<file path="src/rtl/iter_muldiv.sv">
// Iterative 16-bit unsigned multiply/divide unit: one shift-add or restoring-division step per cycle.
// Define MULDIV_DIV_EN to build the divider (DIV/REM); without it op=1x completes at once with err=1.
module iter_muldiv #(
  parameter int WIDTH = 16
) (
  input  logic             clk,
  input  logic             rst,
  input  logic             start,
  input  logic [1:0]       op,
  input  logic [WIDTH-1:0] opA,
  input  logic [WIDTH-1:0] opB,
  input  logic [2:0]       dst_in,
  output logic             busy,
  output logic             done,
  output logic [WIDTH-1:0] result,
  output logic [2:0]       dst_out,
  output logic             err
);

  typedef enum logic [1:0] {IDLE, RUN, DONE} state_t;

  state_t           state, state_nxt;
  logic [WIDTH-1:0] a_q;      // multiplicand or divisor
  logic [WIDTH-1:0] hi_q;     // product high half or partial remainder
  logic [WIDTH-1:0] lo_q;     // multiplier / product low half, or dividend / quotient
  logic             res_hi_q; // op[0]: select the high register as the result
  logic [2:0]       dst_q;
  logic [4:0]       cnt_q;
`ifdef MULDIV_DIV_EN
  logic             is_div_q;
`endif

  logic             accept;
  logic             last;
  logic [WIDTH:0]   mul_sum;
  logic [WIDTH-1:0] iter_hi, iter_lo;
  logic             err_sel;

  assign accept = start && (state != RUN);
  assign last   = (state == RUN) && (cnt_q == 5'(WIDTH - 1));
  assign busy   = (state == RUN);
  assign done   = (state == DONE);

  always_comb begin
    state_nxt = state;
    case (state)
      IDLE, DONE: begin
        if (accept) begin
`ifdef MULDIV_DIV_EN
          state_nxt = RUN;
`else
          state_nxt = op[1] ? DONE : RUN;
`endif
        end else begin
          state_nxt = IDLE;
        end
      end
      RUN:     if (last) state_nxt = DONE;
      default: state_nxt = IDLE;
    endcase
  end

  // Multiply step: add the multiplicand if the multiplier LSB is set, then shift right.
  assign mul_sum = {1'b0, hi_q} + (lo_q[0] ? {1'b0, a_q} : '0);

`ifdef MULDIV_DIV_EN
  // Restoring division step: shift the next dividend bit in, subtract if it fits.
  logic [WIDTH:0] div_part, div_diff;
  logic           div_ge;
  assign div_part = {hi_q, lo_q[WIDTH-1]};
  assign div_diff = div_part - {1'b0, a_q};
  assign div_ge   = (div_part >= {1'b0, a_q});

  always_comb begin
    iter_hi = mul_sum[WIDTH:1];
    iter_lo = {mul_sum[0], lo_q[WIDTH-1:1]};
    if (is_div_q) begin
      iter_hi = div_ge ? div_diff[WIDTH-1:0] : div_part[WIDTH-1:0];
      iter_lo = {lo_q[WIDTH-2:0], div_ge};
    end
  end

  // A zero divisor naturally yields an all-ones quotient and the dividend as remainder.
  assign err_sel = is_div_q && (a_q == '0);
`else
  assign iter_hi = mul_sum[WIDTH:1];
  assign iter_lo = {mul_sum[0], lo_q[WIDTH-1:1]};
  assign err_sel = 1'b0;
`endif

  // NOTE: every datapath register, not only the FSM, is cleared by the async reset so an
  // aborted operation leaves no residue in the accumulators.
  always_ff @(posedge clk or posedge rst) begin
    if (rst) begin
      state    <= IDLE;
      a_q      <= '0;
      hi_q     <= '0;
      lo_q     <= '0;
      res_hi_q <= 1'b0;
      dst_q    <= '0;
      cnt_q    <= '0;
      result   <= '0;
      dst_out  <= '0;
      err      <= 1'b0;
`ifdef MULDIV_DIV_EN
      is_div_q <= 1'b0;
`endif
    end else begin
      state <= state_nxt;
      if (accept) begin
        res_hi_q <= op[0];
        dst_q    <= dst_in;
        cnt_q    <= '0;
        hi_q     <= '0;
`ifdef MULDIV_DIV_EN
        is_div_q <= op[1];
        a_q      <= op[1] ? opB : opA;
        lo_q     <= op[1] ? opA : opB;
`else
        a_q      <= opA;
        lo_q     <= opB;
        if (op[1]) begin
          result  <= '0;
          err     <= 1'b1;
          dst_out <= dst_in;
        end
`endif
      end else if (state == RUN) begin
        hi_q  <= iter_hi;
        lo_q  <= iter_lo;
        cnt_q <= cnt_q + 5'd1;
        if (last) begin
          result  <= res_hi_q ? iter_hi : iter_lo;
          err     <= err_sel;
          dst_out <= dst_q;
        end
      end
    end
  end

endmodule

</file>
<file path="config.mk">
export PLATFORM = sky130hd
export DESIGN_NAME = iter_muldiv
export DESIGN_NICKNAME = d
export VERILOG_FILES = /design/src/rtl/iter_muldiv.sv
export SDC_FILE = /design/constraint.sdc
export NUM_CORES = 1
export LEC_CHECK = 0
export CAP_MARGIN = 20
export CORE_MARGIN = 5
export CORE_UTILIZATION = 31
export DETAILED_ROUTE_END_ITERATION = 12
export SETUP_SLACK_MARGIN = 0.05
export SYNTH_ARGS = -nofsm -noshare
export SYNTH_HDL_FRONTEND = slang
export SYNTH_SLANG_ARGS = --single-unit
</file>
<file path="constraint.sdc">
create_clock -name clk -period 5 [get_ports clk]
set_input_delay 1.25 -clock clk [delete_from_list [all_inputs] [get_ports clk]]
set_output_delay 1.25 -clock clk [all_outputs]
set_load 0.05 [all_outputs]
</file>
==> Word level (Yosys, flattened, before mapping) <==
Index checks and enable logic that the tools add are counted.
{ "totals": {"ff_bits": 79, "in_bits": 40, "output_inout_bits": 22, "wordCells": 49} }
{ "classes": {"n_addsub": 2, "eq_ne": 6, "n_mux": 24, "reduce_logical": 7} }
{ "op_table": {"columns": ["operator", "count"], "rows": [
  ["$mux W16", 10],
  ["$add A16 B16 Y17", 1],
  ["$mux W3", 4],
  ["$mux W5", 2],
  ["$mux W2", 3],
  ["$add A5 B1 Y5 const B", 1],
  ["$eq A5 B4 Y1 const B", 1],
  ["$mux W1", 4],
  ["$ne A2 B1 Y1 const B", 2],
  ["$pmux W2 S2", 1],
  ["$reduce_bool A2 Y1", 2],
  ["$reduce_and A3 Y1", 1],
  ["$eq A2 B1 Y1 const B", 1],
  ["$eq A2 B2 Y1 const B", 1],
  ["$logic_and A1 B1 Y1", 2],
  ["$logic_not A2 Y1", 1],
  ["$ne A2 B2 Y1 const B", 1],
  ["$reduce_or A2 Y1", 1]
]} }

==> Longest topological paths before layout <==
Gate-level depths: netlist of the first run.
{ "depth": {"word_depth": 6, "depth_mapped": 11, "depth_no_buf": 11} }

==> Worst setup path before layout of the first run <==
OpenSTA, ideal clock, no wires.
{ "synth_path": {"path_type": "register to output", "start": "reg state[1]", "end": "out busy", "arrival_time_ps": 1262, "required_ps": 3750, "setup_slack_ps": 2488, "stages_incl_launch_ff": 4, "n_path_buf": 1, "cell_sequence": "dfrtp_1 nand2b_1 inv_1 buf_1"} }
{ "synth_via": {"elab_chain_len": 1} }
{ "synth_lines": {"columns": ["element", "line", "text"], "rows": [
  ["start: declaration", "22", "state_t state, state_nxt;"],
  ["start signal: assignment", "109", "state <= state_nxt;"],
  ["$eq A2 B1 Y1", "41", "assign busy = (state == RUN);"],
  ["end: declaration", "13", "output logic busy,"]
]} }
No other way between the ends.

==> Worst setup path in the final report of the first run <==
Ends and elaborated chain as after synthesis.

==> impl_metrics.py, run 1 <==
metrics = {
    "status": {
        "outcome": "complete, no violations",
    },
    "logic_synthesis": {
        "ys_top_cells_by_area": "dfrtp_1, o21ai_0, mux2_2",
        "synthesis.nets": 449,
        "synth.distinct_cells": 38,
        "netlist_area_um2": 4030,
        "synth-seq-cells": 79,
        "ys_seq_area_share_pct": 49.0,
        "syn-instance-count": 390,
        "yosysTopAreaCell": "dfrtp_1",
        "avgSynthCellArea_um2": 10.3,
        "yosysWarnings": 0,
        "synth_top_area_share_pct": 49.0,
    },
    "setup_path": {
        "cpPeakStageDelay_ps": 830,
        "required_ps": 3750,
        "crit_start": "state[1]",
        "worst_path_max_delay_cell": "clkdlybuf4s50_1",
        "crit_family": "buffers and inverters",
        "cp.buffers_inverters": 2,
        "cp-start-kind": "register",
        "crit_fanout": 30,
        "reg2reg_depth": 11,
        "reg2reg_slack_ps": 2010,
        "worst_r2r_endpoint": "result[13]",
        "path_cells": "nand2b_1 > inv_1 > clkdlybuf4s50_1",
        "worstPathArrival_ps": 2340,
        "rr_startpoint": "lo_q[0]",
        "critPathKind": "register to primary output",
        "cp-end-kind": "primary output",
    },
    "power_and_ir_drop": {
        "pwr_density_cell_nw_per_um2": 542,
        "ir_drop_mv": 0.474,
        "fin_total_pwr_mw": 2.78,
        "leakagePower_nw": 2.28,
    },
    "grt": {
        "grt_pass1_vias": 3134,
        "grt_max_degree": 80,
        "grt_use_total_pct": 13.0,
        "grt.overflow.total": 0,
        "antenna_found_initial": 0,
        "grt_pass1_wl_um": 15600,
    },
    "timing": {
        "layout_min_cycle_time_ps": 3590,
        "fmax_mhz": 278,
        "timing.hold.ws_ps": 477,
        "rsz0062_at_grt": "no",
        "slew_headroom_pct": 37.7,
        "worstMarginPinSlew_ps": 935,
        "drv_slew": 0,
        "hold_violations": 0,
        "finalSetupViolCount": 0,
        "finClkSkew_ps": 7.48,
        "finalSetupTns_ps": 0,
        "period_share_pct": 71.8,
        "postLayoutSetupSlackWorst_ps": 1410,
    },
    "die": {
        "die_area_um2": 15400,
        "io_pins": 62,
        "num_rows": 41,
        "die_y_um": 124,
        "core_area_um2": 12700,
        "start_util_pct": 31.8,
        "die_w_um": 124,
    },
    "final_layout": {
        "mostFrequentLayoutCells": "dfrtp_1, o21ai_0, clkdlybuf4s50_1",
        "final_common_cell": "dfrtp_1",
        "drive_gt1_share_pct": 10.5,
        "nNetsFinal": 509,
        "antenna_cells": 0,
        "area.growth.synth_to_final_pct": 27.3,
        "final_cells": 627,
    },
    "clocking": {
        "htree_levels": 3,
        "cts_root_buffer": "clkbuf_16",
        "cts.sinks": 79,
        "holdBufCountCts": 0,
        "clockBufferDepth": 2,
        "clk_latency_ps": 330,
        "cts_made_buffers": 9,
        "path_clk_slew_ps": 70,
        "cts_tree": "built",
        "cts_repair_resize_count": 0,
        "cts_setup_buffers": 0,
    },
    "flow_run": {
        "maxCapViolCount": 0,
    },
    "detailed_routing": {
        "via_per_inst": 4.85,
        "drt_iter0_drc": 124,
        "antenna_left": 0,
        "finalWirelength_um": 9410,
        "wl_per_cell_um": 15.0,
        "dr.pass1.iters": 4,
        "num_vias": 3041,
        "drc_errors": 0,
    },
    "placement": {
        "post-place-cells": 610,
        "dp_slack_ps": 1430,
        "hpwl_um": 6990,
        "routabilityCongestion": 0.758,
        "portBuffers": 61,
    },
    "hold_path": {
        "hp-start": "result[2]",
        "holdPathEnd": "result[2]",
        "min_path_type": "register to register",
        "min_path_cells": 2,
    },
}
## cells in the mapped netlist (all sizes together)
master / count
ha: 18
nand2: 50
nand4: 1
fa: 1
and3: 4
dfrtp: 79
o31a: 2
mux2i: 21
a22oi: 9
and2: 17
a22o: 1
a21oi: 14
a221oi: 1
o21ai: 63
o211a: 1
nand3: 14
o21bai: 1
inv: 8
clkbuf: 11
o21a: 2
xnor2: 7
a221o: 2
nor2b: 4
nand2b: 2
or2: 1
buf: 6
a21o: 8
a311oi: 1
clkinv: 1
xor2: 6
o32ai: 1
nor2: 6
mux2: 23
a31oi: 4
## worst register-to-register path: cells and delay by family (launching register included)
kind	cells	cell delay, ps
flops	1	600
compound gates	4	880
simple gates	3	540
buf+inv	1	50
fa+ha+maj	2	600
xor+xnor	1	200
## cell type report
cell class              count  area, µm²
inverters                   9       33.8
well taps                 172        215
multi-input cells         285       1950
repair buffers             66        668
clock buffers               9        225
fillers                  1266       7540
flip-flops and latches     79       1980
clock inverters             7       67.6
## layer usage
metal	GRT usage, %	wire, µm	vias up
met4	5.68	253	0
met3	2.23	383	19
li1	-	-	1500
met1	16.9	4270	1454
met2	21.1	4500	68
met5	0	0	-
## metrics by stage
stage / cell area [µm²] / util (%)
2_1_floorplan: 4030 / -
5_1_grt: 5130 / 40.5
3_3_place_gp: 4810 / 38.0
6_report: 5130 / 40.5
4_1_cts: 5110 / 40.3
3_5_place_dp: 4810 / 38.0
## registers in the layout, summed over array words and instances (netlist names), 2 cells and up
register	count
a_q	16
cnt_q	5
dst_out	3
dst_q	3
hi_q	16
lo_q	16
result	16
state	2
## report_power, final
| group | internal [mW] | switching, mW |
|---|---|---|
| Clock | 0.352 | 0.294 |
| Sequential | 0.865 | 0.163 |
| Combinational | 0.475 | 0.632 |
| Total | 1.69 | 1.09 |
## worst max path at each step
stage | end | slack (ps) | cells after the start
2_1_floorplan | a_q[0] | 1730 | 1
3_3_place_gp | dst_out[1] | 1510 | 4
3_5_place_dp | dst_out[0] | 1430 | 4
4_1_cts | busy | 1380 | 3
5_1_grt | busy | 1200 | 3
6_report | busy | 1410 | 3
## kinds of logic (layout without fill, tap and decap cells)
logic type	count (synthesis)	count (layout)	share of synthesized area [%]
DFF	79	79	49.0
and+or+nand+nor	99	99	11.6
muxes	44	44	11.6
AOI/OAI and AO/OA	110	110	16.1
buffers and inverters	26	91	2.73
adders and majority gates	19	19	6.08
xor gates and xnor gates	13	13	2.82
(Power assumes the default switching activity.)
==> run 2: changes to the inputs <==
- clock period: 5 -> 3.6 ns (I/O delays scaled with it)
==> impl_metrics.py, run 2 (same netlist as run 1, synthesis figures left out) <==
metrics = {
    "status": {
        "outcome": "complete, no violations",
    },
    "final_layout": {
        "area.growth.synth_to_final_pct": 28.5,
        "drive_gt1_share_pct": 10.8,
        "fillCellCount": 1291,
        "antenna_cells": 0,
        "mostFrequentLayoutCells": "dfrtp_1, o21ai_0, clkdlybuf4s50_1",
        "final_area_um2": 5180,
        "multi_input_area_um2": 1950,
        "final_common_cell": "dfrtp_1",
        "nNetsFinal": 510,
        "regArea_um2": 1980,
    },
    "hold_path": {
        "min_path_type": "register to register",
        "min_path_cells": 2,
    },
    "die": {
        "die_area_um2": 15400,
        "start_util_pct": 31.8,
        "core_area_um2": 12700,
        "die_y_um": 124,
        "die_w_um": 124,
        "io_pins": 62,
        "num_rows": 41,
    },
    "setup_path": {
        "reg2reg_depth": 11,
        "worst_path_max_delay_cell": "dfrtp_1",
        "critPathKind": "register to register",
        "cpPeakStageDelay_ps": 590,
        "cp.buffers_inverters": 1,
        "worstPathArrival_ps": 3070,
        "crit_fanout": 17,
        "required_ps": 3810,
        "cp-start-kind": "register",
        "cp-end-kind": "register",
        "path_cells": "and2_1 > ha_1 > inv_1 > fa_1 > nor2b_4 > o31a_1 > o31a_1 > a31oi_2 > xnor2_1 > nor2b_1 > a221o_1",
        "crit_family": "compound AO/OA/AOI/OAI gates",
        "worstSetupPathDepth": 11,
        "path_common_cell": "o31a_1",
    },
    "clocking": {
        "cts_repair_resize_count": 0,
        "cts_tree": "built",
        "htree_levels": 3,
        "cts.sinks": 79,
        "clockBufferDepth": 2,
        "clk_latency_ps": 330,
        "cts_made_buffers": 9,
        "path_clk_slew_ps": 60,
        "cts_root_buffer": "clkbuf_16",
        "cts_setup_buffers": 0,
        "holdBufCountCts": 0,
    },
    "grt": {
        "grt.overflow.total": 0,
        "grt_max_degree": 52,
        "grt_use_total_pct": 13.6,
        "grt_pass1_wl_um": 16400,
        "antenna_found_initial": 0,
        "grt_pass1_vias": 3348,
    },
    "placement": {
        "hpwl_um": 7230,
        "routabilityCongestion": 0.880,
        "portBuffers": 61,
        "placed_area_um2": 4850,
    },
    "timing": {
        "finClkSkew_ps": 7.25,
        "finalSetupTns_ps": 0,
        "rsz0062_at_grt": "no",
        "layout_min_cycle_time_ps": 2850,
        "finalSetupViolCount": 0,
        "hold_violations": 0,
        "fmax_mhz": 350,
        "drv_slew": 0,
        "slew_headroom_pct": 55.7,
        "period_share_pct": 79.3,
        "worstMarginPinSlew_ps": 664,
    },
    "flow_run": {
        "maxCapViolCount": 0,
    },
    "power_and_ir_drop": {
        "power_frac_comb_pct": 38.7,
        "leakagePower_nw": 2.31,
        "clockPowerShare_pct": 25.3,
        "pwr_density_cell_nw_per_um2": 769,
        "internal-power_mw": 2.54,
        "fin_total_pwr_mw": 3.99,
        "swShare_pct": 36.2,
        "power_frac_seq_pct": 36.0,
        "power.switching_mw": 1.44,
        "ir_drop_mv": 0.464,
    },
    "detailed_routing": {
        "drt_iter0_drc": 132,
        "drc_errors": 0,
        "dr.pass1.iters": 4,
        "finalWirelength_um": 9620,
        "num_vias": 3023,
        "wl_per_cell_um": 15.3,
        "antenna_left": 0,
        "via_per_inst": 4.82,
    },
}
run 2: cell types whose count changed in the layout (fill, tap and decap cells not counted), moves of 2 or more:
cell	previous run	this run
buf_12	0	2
bufinv_16	0	2
clkbuf_8	0	3
inv_6	3	0
inv_8	3	0
run 2: area by class of cell:
class / instances / area share (%)
flip-flops and latches: 79 / 38.1
multi-input cells: 285 / 37.6
repair buffers: 67 / 13.1
clock buffers: 12 / 5.14
well taps: 172 / 4.15
clock inverters: 3 / 1.26
inverters: 9 / 0.652
run 2: worst reg2reg max path, stage by stage (launching register included):
cell and delay (ps):
dfrtp_1 590, and2_1 200, ha_1 160, inv_1 50, fa_1 430, nor2b_4 150
o31a_1 180, o31a_1 280, a31oi_2 130, xnor2_1 160, nor2b_1 140, a221o_1 260
run 2: path summary, 6_finish.rpt:
| kind | startpoint | end | slack [ps] |
|---|---|---|---|
| worst max-delay path | lo_q[0] | result[13] | 750 |
| worst min-delay path | result[5] | result[5] | 480 |
| worst max register to register | lo_q[0] | result[13] | 750 |
| worst min register to register | result[5] | result[5] | 480 |
| max in group asynchronous | rst | hi_q[1] | 1920 |
| min in group asynchronous | rst | state[1] | 980 |
run 2: metrics by stage:
stage / util (%) / instances / setup slack [ps] / hold WS, ps
2_1_floorplan: - / 390 / 677 / 465
3_3_place_gp: 38.3 / 612 / 853 / 471
3_5_place_dp: 38.3 / 612 / 761 / 472
4_1_cts: 40.9 / 627 / 718 / 485
5_1_grt: 40.9 / 627 / 527 / 508
6_report: 40.9 / 627 / 746 / 477
run 2: power groups by stage:
stage          registers [mW]  clock network, mW  logic, mW
4_1_cts                  1.44               1.03       1.56
3_3_place_gp             1.45                  0       1.51
6_report                 1.44               1.01       1.54
3_5_place_dp             1.45                  0       1.56
2_1_floorplan            1.41                  0       1.15
5_1_grt                  1.48               1.07       1.74
run 2: per-layer routing:
| layer | global-route usage, % | vias up | share of wire [%] | wire (µm) |
|---|---|---|---|---|
| met3 | 3.54 | 10 | 4.2 | 400 |
| li1 | - | 1507 | - | - |
| met4 | 3.49 | 0 | 0.94 | 90 |
| met2 | 23.4 | 50 | 50 | 4830 |
| met1 | 16.9 | 1456 | 45 | 4300 |
| met5 | 0 | - | 0 | 0 |
==> edit 1 (flow settings as in run 2) <==
The option `MULDIV_DIV_EN` is turned on by a define.
--- a/src/rtl/iter_muldiv.sv
+++ b/src/rtl/iter_muldiv.sv
@@ -2,2 +2,4 @@
 // Define MULDIV_DIV_EN to build the divider (DIV/REM); without it op=1x completes at once with err=1.
+`define MULDIV_DIV_EN
+
 module iter_muldiv #(
Formal check against the unedited RTL: not equivalent (Yosys sat finds a counterexample within 4 cycles, from zero or initial values and one cycle with rst high).
==> edit 1 against run 2 <==
- area after synthesis is 47% higher
- maximum frequency is 10% lower
- sequential cell count is 1 higher
- design area is 37% higher
- routed wire length is 89% higher
- count of clock-buffer cells in the layout is 3 lower
- synthesized cell count is 72% higher
- global-route usage is 3.3 points higher
- setup slack worse by 0.32 ns
- core utilization is 3.1 points lower
- highest routed layer unchanged
Power is left out: the tool's default activity adds up to more than one toggle a clock period on the data nets, which glitch-free logic cannot reach.
==> edit 1: results (changes against run 2) <==
status finished, final reports clean; Hold Path End dst_out[0]; Final GP Congestion 0.9273 (+5.3%); XOR/XNOR share of the synthesized area 3.692% (+0.87 points); Post-synth top cells 81 x nand2_1, 80 x dfrtp_1, 75 x o21ai_0; fraction of area in multi-input gates 51.23% (+14 points); Inverters, non-clock 32 (+23); vias in the first global route 5124 (+53%); WL met3 776 um (+94%); largest net degree at the start of global routing 65 (+25%); register share of the cell area 28.28% (-9.9 points); Adder-Cell Fraction of Synth Area 7.848% (+1.8 points); CP max-delay cell dfrtp_2; minimum setup slack among reg-to-reg paths 0.42 ns (-0.32 ns); Compound-Gate Fraction of Synth Area 20.91% (+4.8 points); met2 usage 26.63% (+3.2 points); Total Wirelength 18190 um (+89%); antenna viol nets, final 0 (unchanged); First-pass DRT Iterations 5 (+1); Non-clk bufs 76 (+13%); clk slew on worst S/H paths 0.07 ns; fillers 1950 (+51%); clock skew 0.008897 ns (+0.001646 ns); Worst Hold Launch dst_q[0]; worst slew pin tran 0.8631 ns (+0.1994 ns); hpwl dp 14190 um (+96%); crit-path max cell delay 0.52 ns (-0.07 ns); global-route wire length before repair 28890 um (+76%); Final Hold Fails 0 (unchanged); Clock Latency Late Sink 0.34 ns; Crit path max-delay family compound AO/OA/AOI/OAI gates; r2r endpoint result[14]; share of the yosys chip area belonging to registers 33.76% (-15 points); met1 usage 23.16% (+6.2 points); FF-to-FF Start lo_q[0]; Initial DRC Count 313 (+140%); Post-synth top flop dfrtp_1; worst hold stages 2 (unchanged); M3 GR Usage 2.986% (-0.56 points); total global-route track usage 16.83% (+3.3 points); worst-case reg-to-reg path depth 10 (-1); Final nets 796 (+56%); CTS Sinks 80 (+1.3%); crit-path max FO 18 (+1); mux share of post-synthesis cell area 12.59% (+0.96 points); Via-to-Cell Ratio 5.341 (+11%); Signal buf overhead 10.45% (-2.6 points); Synth Warn # 0 (unchanged); fraction of layout cells with a size suffix above 1 9.379% (-1.4 points); met2 wire length 8293 um (+72%); Synth cell types 66 (+74%); wl on met1 8525 um (+98%); Syn Nets 748 (+67%); Synth area leaders dfrtp_1 34%, mux2i_1 9.6%, ha_1 7.2%; diode count 1 (+1); crit end category register; clock network share of area 4.166% (-2.2 points); arrival time at the worst endpoint 3.41 ns (+0.34 ns); comb_multi_in 521 (+83%)
-- edit 1: changes by cell type in the layout (fill, tap and decap cells not counted), sizes merged, moves of 10 or more --
cell,change
mux2,-12
o211ai,+17
o21ai,+15
inv,+23
nor2,+16
a21oi,+20
xnor2,+10
mux2i,+36
nor3,+16
nand2,+31
ha,+16
buf,+10
-- edit 1: through the flow --
stage | hold WS [ns] | utilization (%) | setup slack, ns | instance area (um2) | cells
5_1_grt | 0.5170 | 37.75 | 0.1956 | 7086 | 959
2_1_floorplan | 0.4331 | - | 0.6483 | 5931 | 672
3_5_place_dp | 0.4508 | 36.13 | 0.2309 | 6782 | 943
6_report | 0.4585 | 37.77 | 0.4218 | 7088 | 960
4_1_cts | 0.4652 | 37.71 | 0.2249 | 7077 | 959
3_3_place_gp | 0.4444 | 36.13 | 0.1795 | 6782 | 943
-- edit 1: what timing repair did --
item,4_1_cts,5_1_grt
resized for setup,0,2
hold endpoints to repair,0,0
hold buffers,0,0
setup endpoints to repair,0,4
==> edit 2 (flow settings as in run 2) <==
Made on the original files. Put a register stage on the outputs `busy` and `done`. The values now appear one clock later. The other outputs are not delayed to match.
--- a/src/rtl/iter_muldiv.sv
+++ b/src/rtl/iter_muldiv.sv
@@ -40,4 +40,6 @@
   assign last   = (state == RUN) && (cnt_q == 5'(WIDTH - 1));
-  assign busy   = (state == RUN);
-  assign done   = (state == DONE);
+  always_ff @(posedge clk) begin
+    busy <= (state == RUN);
+    done <= (state == DONE);
+  end
 
Function: changed (Yosys sat finds a counterexample within 4 cycles, from zero or initial values and one cycle with rst high).
==> edit 2 against run 2 <==
- area after synthesis is 1.2% higher
- sequential share of layout area increased by 0.61 points
- total power shrank 0.92%
- count of clock-buffer cells in the layout down 3
- critical endpoint unchanged
- synthesized cell count rose by 0.77%
- cell count up 1.4%
- sequential cell count grew 2
- design area up 0.41%
- setup slack better by 0.14 ns
- routed wire length grew 2.6%
==> edit 2: results (changes against run 2) <==
Synth area leaders dfrtp_1 48%, o21ai_0 7.6%, mux2_2 6.3%; worst min path class register to register; Slew headroom 42.55% (-13 points); vias in the first global route 3238 (-3.3%); First-pass DRT Iterations 4 (unchanged); Initial DRC Count 153 (+16%); diode count 0 (unchanged); placed instance area 4900 um2 (+1.0%); detailed-route via count 3121 (+3.2%); crit-path max cell delay 0.56 ns (-0.03 ns); max-capacitance violation count 0 (unchanged); Avg Cell Area, Syn 10.39 um2 (+0.41%); Leakage Power 2.282 nW (-1.3%); hpwl dp 7440 um (+3.0%); clk slew on worst S/H paths 0.07 ns; Post-synth top flop dfrtp_1; Total Wirelength 9869 um (+2.6%); post-CTS resize count 0 (unchanged); antenna violations before repair 0 (unchanged); clock skew 0.007655 ns (+0.0004043 ns); WS Path Type register to register; share of the yosys chip area belonging to registers 49.42% (+0.41 points); Worst IR Drop VDD 0.0006767 V (+46%); placed cells 620 (+1.3%); global-route wire length before repair 16410 um (about the same); Post-synth top cells 79 x dfrtp_1, 62 x o21ai_0, 49 x nand2_1; fillers 1296 (+0.39%); Final nets 514 (+0.78%); clk buf depth 2 (unchanged); CP max-delay cell dfrtp_1; Non-Filler Instances 636 (+1.4%); Synth cell types 44 (+16%); FFs w/ async S/R, synth 97.53% (-2.5 points); arrival time at the worst endpoint 2.95 ns (-0.12 ns); fraction of layout cells with a size suffix above 1 11.09% (+0.32 points); dpl ws 0.8523 ns (+0.09140 ns); status finished, final reports clean; total global-route track usage 12.96% (-0.62 points); Setup Fix Bufs, Post-CTS 0 (unchanged); Synth Warn # 0 (unchanged); largest net degree at the start of global routing 46 (-12%); Syn Nets 452 (+0.67%); Worst Hold Launch result[2]; Final GP Congestion 0.8982 (+2.0%)
==> edit 2: stage by stage <==
step                      hold slack [ns]  utilization (%)
after floorplan                    0.4451                -
after global placement             0.4732            37.45
after detailed placement           0.4715            37.45
after CTS                          0.4854            39.77
after global routing               0.5160            39.77
final                              0.4744            39.77
==> edit 2: worst paths after layout <==
kind	endpoint	slack (ns)	cells after the start
worst max-delay path	result[13]	0.88	11
worst min-delay path	result[2]	0.47	2
worst max register to register	result[13]	0.88	11
worst min register to register	result[2]	0.47	2
max in group asynchronous	lo_q[1]	1.86	3
min in group asynchronous	result[13]	1.02	2
==> edit 2: worst max-delay path, delay by kind of cell (launching register included) <==
kind	cells	cell delay, ns
AOI/OAI and AO/OA	4	0.80
xor gates and xnor gates	1	0.15
adders and majority gates	2	0.59
buffers and inverters	1	0.05
DFF	1	0.56
and+or+nand+nor	3	0.47
==> edit 2: cell families (layout without fill, tap and decap cells) <==
kind of cell,after synthesis,count (layout),share of synthesized area [%]
compound gates,109,109,15.82
simple gates,101,101,11.74
flops,81,81,49.42
mux,44,44,11.50
buf+inv,26,93,2.728
fa+ha+maj,19,19,6.009
xor+xnor,13,13,2.790
==> edit 2: routing by layer <==
metal,vias to the layer above,global-route usage [%],part of all wire [%]
li1,1521,-,-
met1,1515,16.29,44
met2,66,21.34,49
met3,19,4.245,5.2
met4,0,3.675,1.7
met5,-,0,0
==> edit 2: power by group <==
group	internal (mW)	switching [mW]
Combinational	0.672	0.887
Sequential	1.23	0.234
Clock	0.541	0.382
Total	2.45	1.50
==> edit 2: final cells by class <==
| type | instances | share of cell area [%] |
|---|---|---|
| inverter | 9 | 0.6492 |
| tap | 176 | 4.232 |
| clock buffer | 9 | 4.328 |
| timing repair buffer | 68 | 12.98 |
| clock inverter | 7 | 1.515 |
| multi-input combinational | 286 | 37.53 |
| sequential | 81 | 38.76 |
